==> src/rtl/noc_out_port_scheduler_pkg.sv <==
// Shared types for the NoC output-port switch allocator.
// The widths here match the default instance parameters.
package noc_sched_pkg;
   localparam int unsigned NUM_IN_DEF   = 8;
   localparam int unsigned VC_NUM_DEF   = 4;
   localparam int unsigned VC_DEPTH_DEF = 16;
   localparam int unsigned NUM_PRIO     = 4;
   localparam int unsigned CNT_W        = $clog2(VC_DEPTH_DEF + 1);

   typedef logic [1:0]                      prio_t;
   typedef logic [$clog2(VC_NUM_DEF)-1:0]   vc_idx_t;
   typedef logic [$clog2(NUM_IN_DEF)-1:0]   port_idx_t;

   typedef enum logic {
      SCH_IDLE,
      SCH_LOCKED
   } sch_state_t;
endpackage

==> src/rtl/noc_out_port_scheduler_rr_prio_pick.sv <==
// Round-robin picker: the first eligible input after i_ptr, searching upward with wrap.
// The result is given both as a one-hot vector and as an index.
module rr_prio_pick #(
   parameter  int unsigned N  = 8,
   localparam int unsigned IW = (N > 1) ? $clog2(N) : 1
) (
   input  logic [N-1:0]  i_elig,
   input  logic [IW-1:0] i_ptr,
   output logic [N-1:0]  o_onehot,
   output logic [IW-1:0] o_idx,
   output logic          o_valid
);

   always_comb begin
      int unsigned cand;
      cand     = 0;
      o_onehot = '0;
      o_idx    = '0;
      o_valid  = 1'b0;
      for (int unsigned k = 1; k <= N; k++) begin
         cand = (32'(i_ptr) + k) % N;
         if (!o_valid && i_elig[cand]) begin
            o_valid        = 1'b1;
            o_onehot[cand] = 1'b1;
            o_idx          = IW'(cand);
         end
      end
   end

endmodule

==> src/rtl/noc_out_port_scheduler.sv <==
// Switch allocator for one crossbar output port. It arbitrates by priority with round-robin
// inside each level, holds the output for a whole packet, and gates every grant on per-VC credits.
module noc_out_port_scheduler
   import noc_sched_pkg::*;
#(
   parameter  int unsigned NUM_IN   = NUM_IN_DEF,
   parameter  int unsigned VC_NUM   = VC_NUM_DEF,
   parameter  int unsigned VC_DEPTH = VC_DEPTH_DEF,
   localparam int unsigned VW       = $clog2(VC_NUM),
   localparam int unsigned PW       = $clog2(NUM_IN),
   localparam int unsigned CW       = $clog2(VC_DEPTH + 1)
) (
   input  logic                   clk,
   input  logic                   rst_n,
   input  logic [NUM_IN-1:0]      req,
   input  logic [NUM_IN*VW-1:0]   req_vc,
   input  logic [NUM_IN*2-1:0]    req_prio,
   input  logic [NUM_IN-1:0]      req_tail,
   output logic [NUM_IN-1:0]      grant,
   output logic [VW-1:0]          grant_vc,
   input  logic [VC_NUM-1:0]      credit_ret,
   output logic [VC_NUM*CW-1:0]   credit_cnt,
   output logic                   locked,
   output logic [PW-1:0]          lock_owner,
   output logic                   credit_err
);

   sch_state_t          r_state, w_state_nxt;
   logic [PW-1:0]       r_ptr, w_ptr_nxt;
   logic [PW-1:0]       r_owner, w_owner_nxt;
   logic [VW-1:0]       r_lock_vc, w_lock_vc_nxt;
   logic [CW-1:0]       r_cnt [VC_NUM];
   logic                r_credit_err;

   logic [VC_NUM-1:0]   w_has_credit;
   logic [VC_NUM-1:0]   w_consume;
   logic [NUM_IN-1:0]   w_elig     [NUM_PRIO];
   logic [NUM_IN-1:0]   w_pick_oh  [NUM_PRIO];
   logic [PW-1:0]       w_pick_idx [NUM_PRIO];
   logic [NUM_PRIO-1:0] w_pick_vld;
   logic [NUM_IN-1:0]   w_win_oh;
   logic [PW-1:0]       w_win_idx;
   logic                w_win_vld;
   logic [NUM_IN-1:0]   w_grant;
   logic [VW-1:0]       w_grant_vc;

   always_comb begin
      w_has_credit = '0;
      for (int unsigned v = 0; v < VC_NUM; v++)
         w_has_credit[v] = (r_cnt[v] != '0);
   end

   always_comb begin
      for (int unsigned l = 0; l < NUM_PRIO; l++) begin
         w_elig[l] = '0;
         for (int unsigned i = 0; i < NUM_IN; i++)
            w_elig[l][i] = req[i] && w_has_credit[req_vc[i*VW +: VW]] &&
                           (req_prio[i*2 +: 2] == prio_t'(l));
      end
   end

   for (genvar l = 0; l < NUM_PRIO; l++) begin : g_lvl
      rr_prio_pick #(.N(NUM_IN)) u_pick (
         .i_elig   (w_elig[l]),
         .i_ptr    (r_ptr),
         .o_onehot (w_pick_oh[l]),
         .o_idx    (w_pick_idx[l]),
         .o_valid  (w_pick_vld[l])
      );
   end

   // Later (higher) levels overwrite earlier ones, so the highest valid level wins
   always_comb begin
      w_win_oh  = '0;
      w_win_idx = '0;
      w_win_vld = 1'b0;
      for (int unsigned l = 0; l < NUM_PRIO; l++) begin
         if (w_pick_vld[l]) begin
            w_win_oh  = w_pick_oh[l];
            w_win_idx = w_pick_idx[l];
            w_win_vld = 1'b1;
         end
      end
   end

   always_comb begin
      w_state_nxt   = r_state;
      w_ptr_nxt     = r_ptr;
      w_owner_nxt   = r_owner;
      w_lock_vc_nxt = r_lock_vc;
      w_grant       = '0;
      w_grant_vc    = '0;
      unique case (r_state)
         SCH_IDLE: begin
            if (w_win_vld) begin
               w_grant    = w_win_oh;
               w_grant_vc = req_vc[w_win_idx*VW +: VW];
               if (req_tail[w_win_idx]) begin
                  w_ptr_nxt = w_win_idx;
               end else begin
                  w_state_nxt   = SCH_LOCKED;
                  w_owner_nxt   = w_win_idx;
                  w_lock_vc_nxt = w_grant_vc;
               end
            end
         end
         SCH_LOCKED: begin
            w_grant_vc = r_lock_vc;
            if (req[r_owner] && w_has_credit[r_lock_vc]) begin
               w_grant[r_owner] = 1'b1;
               if (req_tail[r_owner]) begin
                  w_state_nxt = SCH_IDLE;
                  w_ptr_nxt   = r_owner;
               end
            end
         end
         default: ;
      endcase
   end

   always_comb begin
      w_consume = '0;
      for (int unsigned v = 0; v < VC_NUM; v++)
         w_consume[v] = (|w_grant) && (w_grant_vc == VW'(v));
   end

   always_ff @(posedge clk or negedge rst_n) begin
      if (!rst_n) begin
         r_state   <= SCH_IDLE;
         r_ptr     <= PW'(NUM_IN - 1);
         r_owner   <= '0;
         r_lock_vc <= '0;
      end else begin
         r_state   <= w_state_nxt;
         r_ptr     <= w_ptr_nxt;
         r_owner   <= w_owner_nxt;
         r_lock_vc <= w_lock_vc_nxt;
      end
   end

   // A consume and a return on the same VC cancel out; a return at full depth only flags an error
   always_ff @(posedge clk or negedge rst_n) begin
      if (!rst_n) begin
         r_credit_err <= 1'b0;
         for (int unsigned v = 0; v < VC_NUM; v++)
            r_cnt[v] <= CW'(VC_DEPTH);
      end else begin
         for (int unsigned v = 0; v < VC_NUM; v++) begin
            if (w_consume[v] && !credit_ret[v]) begin
               r_cnt[v] <= r_cnt[v] - CW'(1);
            end else if (!w_consume[v] && credit_ret[v]) begin
               if (r_cnt[v] == CW'(VC_DEPTH))
                  r_credit_err <= 1'b1;
               else
                  r_cnt[v] <= r_cnt[v] + CW'(1);
            end
         end
      end
   end

   always_comb begin
      credit_cnt = '0;
      for (int unsigned v = 0; v < VC_NUM; v++)
         credit_cnt[v*CW +: CW] = r_cnt[v];
   end

   assign grant      = w_grant;
   assign grant_vc   = w_grant_vc;
   assign locked     = (r_state == SCH_LOCKED);
   assign lock_owner = r_owner;
   assign credit_err = r_credit_err;

endmodule

==> config.mk <==
export PLATFORM = sky130hd
export DESIGN_NAME = noc_out_port_scheduler
export DESIGN_NICKNAME = d
export VERILOG_FILES = /design/src/rtl/noc_out_port_scheduler_pkg.sv /design/src/rtl/noc_out_port_scheduler_rr_prio_pick.sv /design/src/rtl/noc_out_port_scheduler.sv
export SDC_FILE = /design/constraint.sdc
export NUM_CORES = 1
export LEC_CHECK = 0
export CAP_MARGIN = 20
export CELL_PAD_IN_SITES_DETAIL_PLACEMENT = 1
export CELL_PAD_IN_SITES_GLOBAL_PLACEMENT = 1
export CORE_ASPECT_RATIO = 1.25
export CORE_UTILIZATION = 30
export DETAILED_ROUTE_END_ITERATION = 6
export PLACE_DENSITY_LB_ADDON = 0.1
export SLEW_MARGIN = 20
export SYNTH_ARGS = -nofsm -noshare
export SYNTH_HDL_FRONTEND = slang
export SYNTH_SLANG_ARGS = --single-unit
==> constraint.sdc <==
create_clock -name clk -period 13.6 [get_ports clk]
set_input_delay 2.72 -clock clk [delete_from_list [all_inputs] [get_ports clk]]
set_output_delay 2.72 -clock clk [all_outputs]
set_load 0.05 [all_outputs]
After elaboration in Yosys (flattened, before gate mapping)
Index checks and enable logic that the tools add are counted.

Output and inout bits: 35. Logic and storage cells: 526. Flip-flop bits (word level): 30. Bits of input ports: 54.

Equality and inequality tests: 39. Bitwise operators: 30. Reductions and logical operators: 150. Muxes and demuxes: 253. Shift-type cells: 1. Magnitude comparators: 28. Add/sub/neg operators: 16.

Operators with widths (count): 2-to-1 mux 8 bit (38); OR 8 bit (28); 2-to-1 mux 3 bit (40); binary-select mux 1 bit (select 3 bit) (35); 2-to-1 mux 1 bit (105); logical AND 1 bit (90); 2-to-1 mux 5 bit (12); < comparator 3 x 4 -> 1 bit (second input constant) (10); equality test 2 bit (second input constant) (18); logical NOT 1 bit (36); demux 1 bit (select 3 bit) (9); >= comparator 3 x 1 -> 1 bit (second input constant) (9); < comparator 2 x 3 -> 1 bit (second input constant) (9); adder 5 x 1 -> 5 bit (second input constant) (4); equality test 5 bit (second input constant) (4); nonzero test 5 bit (4); subtractor 5 x 1 -> 5 bit (second input constant) (4); binary-select mux 1 bit (select 2 bit) (9); equality test 2 x 1 -> 1 bit (second input constant) (9); logical NOT 2 bit (9); case mux 8 bit (2 select lines) (1); indexed part select 16 x 5 -> 2 bit (1); adder 3 bit (second input constant) (4); inequality test 2 bit (second input constant) (6); 13 further kinds (23).

Depth between registers and ports, before layout
Gate-level depths: netlist (run 1).

Depth after elaboration: 51. Depth in mapped cells: 35. Mapped depth without buffers: 28.

Cells and area by module
A second synthesis (run 1) with hierarchy kept.

Cell total of the unflattened synthesis: 1027. Area, all modules: 8828.5 um^2.

Modules (own cells, without submodules): rr_prio_pick (g_lvl[0].u_pick ...) (cells an instance 150, area an instance 1295.0 um^2, times used 3, sequential area each 0.0 um^2); noc_out_port_scheduler (cells an instance 422, area an instance 3633.5 um^2, times used 1, sequential area each 759.5 um^2); rr_prio_pick (g_lvl[3].u_pick) (cells an instance 155, area an instance 1310.0 um^2, times used 1, sequential area each 0.0 um^2).

Least setup slack after synthesis (run 1)
No wires, ideal clock.

Path kind: input to output. Start: input port req_vc[4]. End: output port grant_vc[1]. Required time: 10.880 ns. Path buffers: 2. Stages on the path: 17. Data arrival time: 6.702 ns. Setup slack: 4.178 ns. Cells stage by stage: nor2_1 > a32o_1 > nor4_1 > nor3_1 > nor4_2 > clkbuf_1 > nor2_1 > mux4_2 > nand3_1 > and3b_1 > o311a_1 > buf_6 > a21oi_4 > mux2i_1 > a22oi_2 > a32oi_4 > inv_1.

Word-level cells in the longest chain between the ends: 35. Elaborated cells between the ends (all ways): 202. Classes of those cells: shift: 1; mux: 140; reduce/logical: 61.

RTL lines: from (decl) (RTL line noc_out_port_scheduler.sv:16) `input logic [NUM_IN*VW-1:0] req_vc,`; binary-select mux 1 bit (select 2 bit) (*) (RTL line noc_out_port_scheduler.sv:57) `w_elig[l][i] = req[i] && w_has_credit[req_vc[i*VW +: VW]] &&`; 2-to-1 mux 1 bit (not written as such) (*) (RTL line noc_out_port_scheduler.sv:57); logical AND 1 bit (*) (RTL line noc_out_port_scheduler.sv:57); logical AND 1 bit (RTL line noc_out_port_scheduler.sv:57); binary-select mux 1 bit (select 3 bit) (RTL line noc_out_port_scheduler_rr_prio_pick.sv:22) `if (!o_valid && i_elig[cand]) begin`; 2-to-1 mux 1 bit (not written as such) (RTL line noc_out_port_scheduler_rr_prio_pick.sv:22); 2-to-1 mux 1 bit (RTL line noc_out_port_scheduler_rr_prio_pick.sv:22); logical NOT 1 bit (RTL line noc_out_port_scheduler_rr_prio_pick.sv:22); [16 not listed]; 2-to-1 mux 1 bit (RTL line noc_out_port_scheduler_rr_prio_pick.sv:22); logical NOT 1 bit (RTL line noc_out_port_scheduler_rr_prio_pick.sv:22); logical AND 1 bit (RTL line noc_out_port_scheduler_rr_prio_pick.sv:22); 2-to-1 mux 3 bit or 2-to-1 mux 1 bit (tied branches) (RTL line noc_out_port_scheduler_rr_prio_pick.sv:22); 2-to-1 mux 3 bit (4 in a row) (RTL line noc_out_port_scheduler.sv:78) `if (w_pick_vld[l]) begin`; indexed part select 16 x 5 -> 2 bit (RTL line noc_out_port_scheduler.sv:97) `w_grant_vc = req_vc[w_win_idx*VW +: VW];`; 2-to-1 mux 2 bit (*) (RTL line noc_out_port_scheduler.sv:95) `if (w_win_vld) begin`; case mux 2 bit (2 select lines) (*) (RTL line noc_out_port_scheduler.sv:93) `unique case (r_state)`; to (decl) (RTL line noc_out_port_scheduler.sv:20) `output logic [VW-1:0] grant_vc,`.

Every way passes the cells marked *; elsewhere a longest branch is shown, timed or not. The select of a mux whose other input is x is not followed.

Final worst setup path (run 1)
Start: input port req_vc[6]. End: output port grant_vc[0].

Word-level cells in the longest chain between the ends: 35. Elaborated cells between the ends (all ways): 202. Classes of those cells: shift: 1; mux: 140; reduce/logical: 61.

RTL lines (RTL line): binary-select mux 1 bit (select 2 bit) (noc_out_port_scheduler.sv:57); 2-to-1 mux 1 bit (not written as such) (noc_out_port_scheduler.sv:57); logical AND 1 bit (2 in a row) (noc_out_port_scheduler.sv:57); binary-select mux 1 bit (select 3 bit) (noc_out_port_scheduler_rr_prio_pick.sv:22); 2-to-1 mux 1 bit (not written as such) (noc_out_port_scheduler_rr_prio_pick.sv:22); 2-to-1 mux 1 bit (noc_out_port_scheduler_rr_prio_pick.sv:22); logical NOT 1 bit (noc_out_port_scheduler_rr_prio_pick.sv:22); logical AND 1 bit (noc_out_port_scheduler_rr_prio_pick.sv:22); [15 not listed]; 2-to-1 mux 1 bit (noc_out_port_scheduler_rr_prio_pick.sv:22); logical NOT 1 bit (noc_out_port_scheduler_rr_prio_pick.sv:22); logical AND 1 bit (noc_out_port_scheduler_rr_prio_pick.sv:22); 2-to-1 mux 3 bit or 2-to-1 mux 1 bit (tied branches) (noc_out_port_scheduler_rr_prio_pick.sv:22); 2-to-1 mux 3 bit (4 in a row) (noc_out_port_scheduler.sv:78); indexed part select 16 x 5 -> 2 bit (noc_out_port_scheduler.sv:97); 2-to-1 mux 2 bit (*) (noc_out_port_scheduler.sv:95); case mux 2 bit (2 select lines) (*) (noc_out_port_scheduler.sv:93).

Marks and branches as above.

==> results.sh, run 1 <==
export IMPL_status="completed"
export IMPL_largest_area_contributor_in_the_synthesized_netlist="sky130_fd_sc_hd__nand2_1"
export IMPL_final_min_period_over_clock_period=0.9025
export IMPL_setup_worst_path_start_class="primary input"
export IMPL_hold_path_startpoint="credit_err"
export IMPL_final_setup_skew_ps=3.473
export IMPL_cts_tree="built"
export IMPL_number_of_antenna_violations_at_the_first_check_in_global_routing=0
export IMPL_critical_path_slowest_cell="sky130_fd_sc_hd__clkdlybuf4s50_1"
export IMPL_track_usage=0.3597
export IMPL_wl_per_cell_um=31.72
export IMPL_totalWireLength_um=57910
export IMPL_synth_edf_count=0
export IMPL_max_stage_delay_ps=800
export IMPL_cts_max_level=2
export IMPL_final_nets=1508
export IMPL_ys_top_cells_by_area="sky130_fd_sc_hd__nand2_1 (7.3%), sky130_fd_sc_hd__nor2_1 (6.6%), sky130_fd_sc_hd__dfrtp_1 (6.2%)"
export IMPL_clock_sink_count=30
export IMPL_timing_max_cap_violations=0
export IMPL_final_slew_viol_count=0
export IMPL_diodes=0
export IMPL_rsz_0062_raised_after_global_routing="false"
export IMPL_postRouteAntennaNets=0
export IMPL_worstSetupEndpointType="output port"
export IMPL_synthesis_area_per_instance_sq_um=6.858
export IMPL_multi_input_comb_area_sq_um=8158
export IMPL_num_vias=12280
export IMPL_timing_final_crit_period_ps=12270
export IMPL_max_freq_mhz=81.47
export IMPL_detailedPlacementHpwl_um=46210
export IMPL_post_cts_resized=0
export IMPL_routabilityCongestion=0.9979
export IMPL_synth_lib_cells_used_distinct=107
export IMPL_grt_pass1_wl_um=84400
export IMPL_postSynth_asyncResetShare=1.000
export IMPL_synth_yosys_warnings=0
export IMPL_ff2ff_setup_slack_ps=4200
export IMPL_coreArea_sq_um=30380
export IMPL_leading_post_synthesis_cells_by_instance_count="sky130_fd_sc_hd__nand2_1 (183), sky130_fd_sc_hd__nor2_1 (164), sky130_fd_sc_hd__nand3_1 (75)"
export IMPL_maximum_number_of_pins_on_one_net_before_global_route_repair=39
export IMPL_cts_root_buf="sky130_fd_sc_hd__clkbuf_16"
export IMPL_instance_count_of_the_mapped_netlist=1364
export IMPL_initial_core_util=0.3079
export IMPL_synth_ff_latch_count=30
export IMPL_endpoint="grant_vc[0]"
export IMPL_post_cts_buffers=0
export IMPL_numCtsBuffers=5
export IMPL_dominant_synthesized_flop_cell="sky130_fd_sc_hd__dfrtp_1"
export IMPL_synth_area_sq_um=9354
export IMPL_die_width_um=159.9
export IMPL_post_synth_top_area_fraction=0.07343
export IMPL_detailedRoute_firstIterationViolations=1026
export IMPL_arrival_ps=9550
export IMPL_synthesis_nets=1448
export IMPL_path_category_of_the_worst_min_delay_check="flop to flop"
export IMPL_crit_path_launch="req_vc[6]"
export IMPL_clk_latency_worst_skew_pair_ps=300
export IMPL_critPathRequiredTime_ps=10880
export IMPL_max_slew_worst_pin_slew_ps=1173
export IMPL_die_height_um=199.4
export IMPL_critPathMaxFanout=17
export IMPL_drt_vias_per_instance=6.723
export IMPL_seqCellArea_sq_um=759.5
export IMPL_count_of_cells_along_the_worst_register_to_register_path=28
export IMPL_drt_pass1_iter_count=5
export IMPL_relSlewSlack=0.2105
export IMPL_worstReg2RegStart="r_ptr[1]"
export IMPL_area_growth_synth_to_final_pct=16.69
export IMPL_tns_ps=0
export IMPL_std_cell_rows=71
export IMPL_hold_viol_final=0
export IMPL_route_detailed_drc=0
export IMPL_clk_pin_slew_ps=60
export IMPL_finalSetupViolCount=0
export IMPL_first_global_vias=12370
export IMPL_boundaryPins=89
export IMPL_global_route_overflow_total=0
export IMPL_die_area_sq_um=31890
export IMPL_ctsLongestPathBuffers=2
export IMPL_criticalPathCategory="primary input to output port"
export IMPL_fillCellCount=3870
export IMPL_synth_yosys_seq_area_share=0.08119
export IMPL_critical_path_reg2reg_endpoint="credit_cnt[14]"
export IMPL_cts_stage_hold_buffer_count=0
export IMPL_synth_most_common_cell="sky130_fd_sc_hd__nand2_1"
export IMPL_critical_path_cell_chain="clkdlybuf4s50_1 > o32ai_2 > or3_1 > a21oi_1 > a2111oi_0 > nand2_1 > nor4_1 > and3_1 > and3_1 > o221ai_1 > a31oi_2 > nor3_1 > nand4_1 > o211ai_1 > o21a_2 > inv_2 > clkdlybuf4s50_1"
export IMPL_drive_above_1_share=0.09544
export IMPL_place_port_buffers=88
## cell families after synthesis
group	synth area share
muxes	0.1075
DFF	0.08119
xor gates and xnor gates	0.02060
buffers and inverters	0.04976
and+or+nand+nor	0.3708
adders and majority gates	0.04334
AOI/OAI and AO/OA	0.3268
## routing by layer
metal / wire length (um) / GRT usage / up-vias
met4: 4994 / 0.2889 / 0
met3: 3185 / 0.03653 / 204
met5: 0 / 0 / -
li1: - / - / 5384
met1: 22110 / 0.4030 / 6117
met2: 27630 / 0.6248 / 571
## area by class of cell
class | instances | area share
Inverter | 48 | 0.01651
Multi-Input combinational cell | 1216 | 0.7474
Sequential cell | 30 | 0.06958
Clock buffer | 7 | 0.01307
Clock inverter | 1 | 0.002751
Timing Repair Buffer | 123 | 0.1048
Tap cell | 401 | 0.04597
## cell usage in the layout, fill, tap and decap left out, types with 10 or more instances in the layout
master and instances:
sky130_fd_sc_hd__o221ai_1 24, sky130_fd_sc_hd__nand3_1 75, sky130_fd_sc_hd__a21o_1 10, sky130_fd_sc_hd__nor4_1 19, sky130_fd_sc_hd__or3_1 18, sky130_fd_sc_hd__nand2_1 183
sky130_fd_sc_hd__dfrtp_1 23, sky130_fd_sc_hd__o211ai_1 21, sky130_fd_sc_hd__xnor2_1 11, sky130_fd_sc_hd__a31oi_1 11, sky130_fd_sc_hd__nand4_1 19, sky130_fd_sc_hd__nor3_1 56
sky130_fd_sc_hd__or4_1 10, sky130_fd_sc_hd__nor2_1 164, sky130_fd_sc_hd__a221oi_1 13, sky130_fd_sc_hd__clkdlybuf4s50_1 88, sky130_fd_sc_hd__inv_1 44, sky130_fd_sc_hd__mux4_2 24
sky130_fd_sc_hd__o22ai_1 33, sky130_fd_sc_hd__o21ai_0 55, sky130_fd_sc_hd__buf_4 35, sky130_fd_sc_hd__a211oi_1 14, sky130_fd_sc_hd__nor2b_1 23, sky130_fd_sc_hd__and3_1 15
sky130_fd_sc_hd__a21oi_1 67, sky130_fd_sc_hd__and2_1 19, sky130_fd_sc_hd__xor2_1 10, sky130_fd_sc_hd__a22oi_1 26, sky130_fd_sc_hd__mux2i_1 34, sky130_fd_sc_hd__nand2b_1 26
sky130_fd_sc_hd__ha_1 26
## worst max-delay path, delay by kind of cell
| kind | cells | cell delay (ps) |
|---|---|---|
| compound gates | 7 | 2490 |
| buf+inv | 3 | 1430 |
| simple gates | 7 | 2880 |
## flip-flops by register name (all words and copies together) (netlist names)
signal      flops
credit_cnt     20
credit_err      1
lock_owner      3
locked          1
r_lock_vc       2
r_ptr           3
## per-stage QoR
| step | area (sq um) | setup WS, ps | instances | util | hold slack (ps) |
|---|---|---|---|---|---|
| 4_1_cts | 10910 | 1465 | 1826 | 0.3591 | 511.2 |
| 3_3_place_gp | 10730 | 1449 | 1818 | 0.3532 | 490.8 |
| 6_report | 10920 | 1326 | 1826 | 0.3593 | 515.1 |
| 3_5_place_dp | 10740 | 1505 | 1818 | 0.3534 | 485.4 |
| 2_1_floorplan | 9354 | 4178 | 1364 | - | 526.9 |
| 5_1_grt | 10920 | 887.9 | 1826 | 0.3593 | 523.7 |
## worst min-delay path by stage
stage / endpoint / slack [ps] / depth (start not counted)
2_1_floorplan: r_lock_vc[0] / 530 / 2
3_3_place_gp: credit_err / 490 / 2
3_5_place_dp: credit_err / 490 / 2
4_1_cts: credit_err / 510 / 2
5_1_grt: credit_err / 520 / 2
6_report: credit_err / 520 / 2
Power of run 1 is not shown: default switching activity piles up to over one toggle a cycle in this logic, so the estimate is an artifact.
==> inputs of run 2 (changes only) <==
--- a/config.mk
+++ b/config.mk
@@ -11,7 +11,7 @@
 export CORE_ASPECT_RATIO = 1.25
 export CORE_UTILIZATION = 30
 export DETAILED_ROUTE_END_ITERATION = 6
-export PLACE_DENSITY_LB_ADDON = 0.1
+export PLACE_DENSITY = 0.59
 export SLEW_MARGIN = 20
 export SYNTH_ARGS = -nofsm -noshare
 export SYNTH_HDL_FRONTEND = slang
==> run 2 against run 1 <==
Against the previous run: maximum frequency up 4.8%; critical path depth unchanged; sequential share of layout area about the same; die area unchanged; utilization hardly changed; final area barely moved.
==> results.sh, run 2 (synthesized netlist as in run 1, its figures left out) <==
export IMPL_status="completed"
export IMPL_area_growth_synth_to_final_pct=16.59
export IMPL_clk_pin_slew_ps=60
export IMPL_critPathMaxFanout=17
export IMPL_max_slew_worst_pin_slew_ps=1076
export IMPL_wl_per_cell_um=30.54
export IMPL_critPathRequiredTime_ps=10880
export IMPL_relSlewSlack=0.2775
export IMPL_worstSetupEndpointType="output port"
export IMPL_grt_pass1_wl_um=82680
export IMPL_detailedRoute_firstIterationViolations=837
export IMPL_final_nets=1509
export IMPL_detailedPlacementHpwl_um=44470
export IMPL_cts_max_level=2
export IMPL_routabilityCongestion=1.022
export IMPL_most_common_layout_cells="sky130_fd_sc_hd__nand2_1 (183), sky130_fd_sc_hd__nor2_1 (164), sky130_fd_sc_hd__clkdlybuf4s50_1 (88)"
export IMPL_finalSetupViolCount=0
export IMPL_tns_ps=0
export IMPL_max_freq_mhz=85.39
export IMPL_die_area_sq_um=31890
export IMPL_diodes=0
export IMPL_initial_core_util=0.3079
export IMPL_layout_cells_most_common="sky130_fd_sc_hd__nand2_1"
export IMPL_criticalPathCategory="primary input to output port"
export IMPL_cts_tree="built"
export IMPL_boundaryPins=89
export IMPL_std_cell_rows=71
export IMPL_fin_cells=1827
export IMPL_place_port_buffers=88
export IMPL_setup_worst_path_start_class="primary input"
export IMPL_die_width_um=159.9
export IMPL_place_detailed_instances=1819
export IMPL_number_of_antenna_violations_at_the_first_check_in_global_routing=0
export IMPL_first_global_vias=12600
export IMPL_timing_final_crit_period_ps=11710
export IMPL_postRouteAntennaNets=0
export IMPL_clock_sink_count=30
export IMPL_drt_pass1_iter_count=5
export IMPL_timing_max_cap_violations=0
export IMPL_maximum_number_of_pins_on_one_net_before_global_route_repair=39
export IMPL_global_route_overflow_total=0
export IMPL_path_category_of_the_worst_min_delay_check="flop to flop"
export IMPL_cts_stage_hold_buffer_count=0
export IMPL_post_cts_resized=0
export IMPL_drive_above_1_share=0.09677
export IMPL_placement_setup_worst_slack_ps=1847
export IMPL_timing_final_ws_setup_ps=1889
export IMPL_final_slew_viol_count=0
export IMPL_num_vias=12400
export IMPL_max_reg_flops=20
export IMPL_ctsLongestPathBuffers=2
export IMPL_final_min_period_over_clock_period=0.8611
export IMPL_cts_root_buf="sky130_fd_sc_hd__clkbuf_16"
export IMPL_die_height_um=199.4
export IMPL_final_setup_skew_ps=2.251
export IMPL_numCtsBuffers=5
export IMPL_totalWireLength_um=55790
export IMPL_coreArea_sq_um=30380
export IMPL_post_cts_buffers=0
export IMPL_rsz_0062_raised_after_global_routing="false"
export IMPL_clk_latency_worst_skew_pair_ps=290
export IMPL_route_detailed_drc=0
export IMPL_arrival_ps=8990
export IMPL_hold_viol_final=0
export IMPL_track_usage=0.3484
export IMPL_drt_vias_per_instance=6.785
[run 2: final timing paths]
| check | startpoint | end | slack, ps | depth (start not counted) |
|---|---|---|---|---|
| worst min register to register | credit_err | credit_err | 520 | 2 |
| min in group asynchronous | rst_n | credit_cnt[0] | 2830 | 2 |
| worst min-delay path | credit_err | credit_err | 520 | 2 |
| max in group asynchronous | rst_n | credit_cnt[9] | 10420 | 2 |
| worst max-delay path | req_vc[6] | grant_vc[1] | 1890 | 17 |
| worst max register to register | r_ptr[1] | credit_cnt[14] | 4340 | 30 |
[run 2: through the flow]
step | cell area (sq um) | hold WS (ps) | util
CTS | 10890 | 524.8 | 0.3585
detailed placement | 10740 | 505.1 | 0.3535
floorplan | 9354 | 526.9 | -
global route | 10910 | 569.6 | 0.3589
global placement | 10740 | 496.1 | 0.3533
finish | 10910 | 517.4 | 0.3589
[run 2: final cells by class]
type	count	area, sq um
Fill cell	3874	19480
Multi-Input combinational cell	1216	8162
Timing Repair Buffer	124	1151
Sequential cell	30	759.5
Tap cell	401	501.7
Inverter	48	180.2
Clock buffer	6	138.9
Clock inverter	2	12.51
[run 2: layer usage]
| metal | global-route usage | part of all wire | wire length [um] | up-vias |
|---|---|---|---|---|
| met3 | 0.04089 | 0.060 | 3352 | 213 |
| li1 | - | - | - | 5392 |
| met1 | 0.3888 | 0.37 | 20820 | 6157 |
| met2 | 0.5984 | 0.47 | 26490 | 635 |
| met5 | 0 | 0 | 0 | - |
| met4 | 0.2896 | 0.092 | 5127 | 0 |
[run 2: critical path, stage by stage]
cell and delay, ps:
sky130_fd_sc_hd__clkdlybuf4s50_1 520, sky130_fd_sc_hd__o32ai_2 500, sky130_fd_sc_hd__or3_1 310, sky130_fd_sc_hd__a21oi_1 170
sky130_fd_sc_hd__a2111oi_0 900, sky130_fd_sc_hd__nand2_1 120, sky130_fd_sc_hd__buf_4 240, sky130_fd_sc_hd__nor4_1 350
sky130_fd_sc_hd__and3_1 340, sky130_fd_sc_hd__and3_1 350, sky130_fd_sc_hd__o221ai_1 340, sky130_fd_sc_hd__a31oi_2 470
sky130_fd_sc_hd__nor3_1 170, sky130_fd_sc_hd__a2bb2oi_1 360, sky130_fd_sc_hd__a32oi_4 230, sky130_fd_sc_hd__inv_1 90
sky130_fd_sc_hd__clkdlybuf4s50_1 800
Power of run 2 is left out for the same reason.
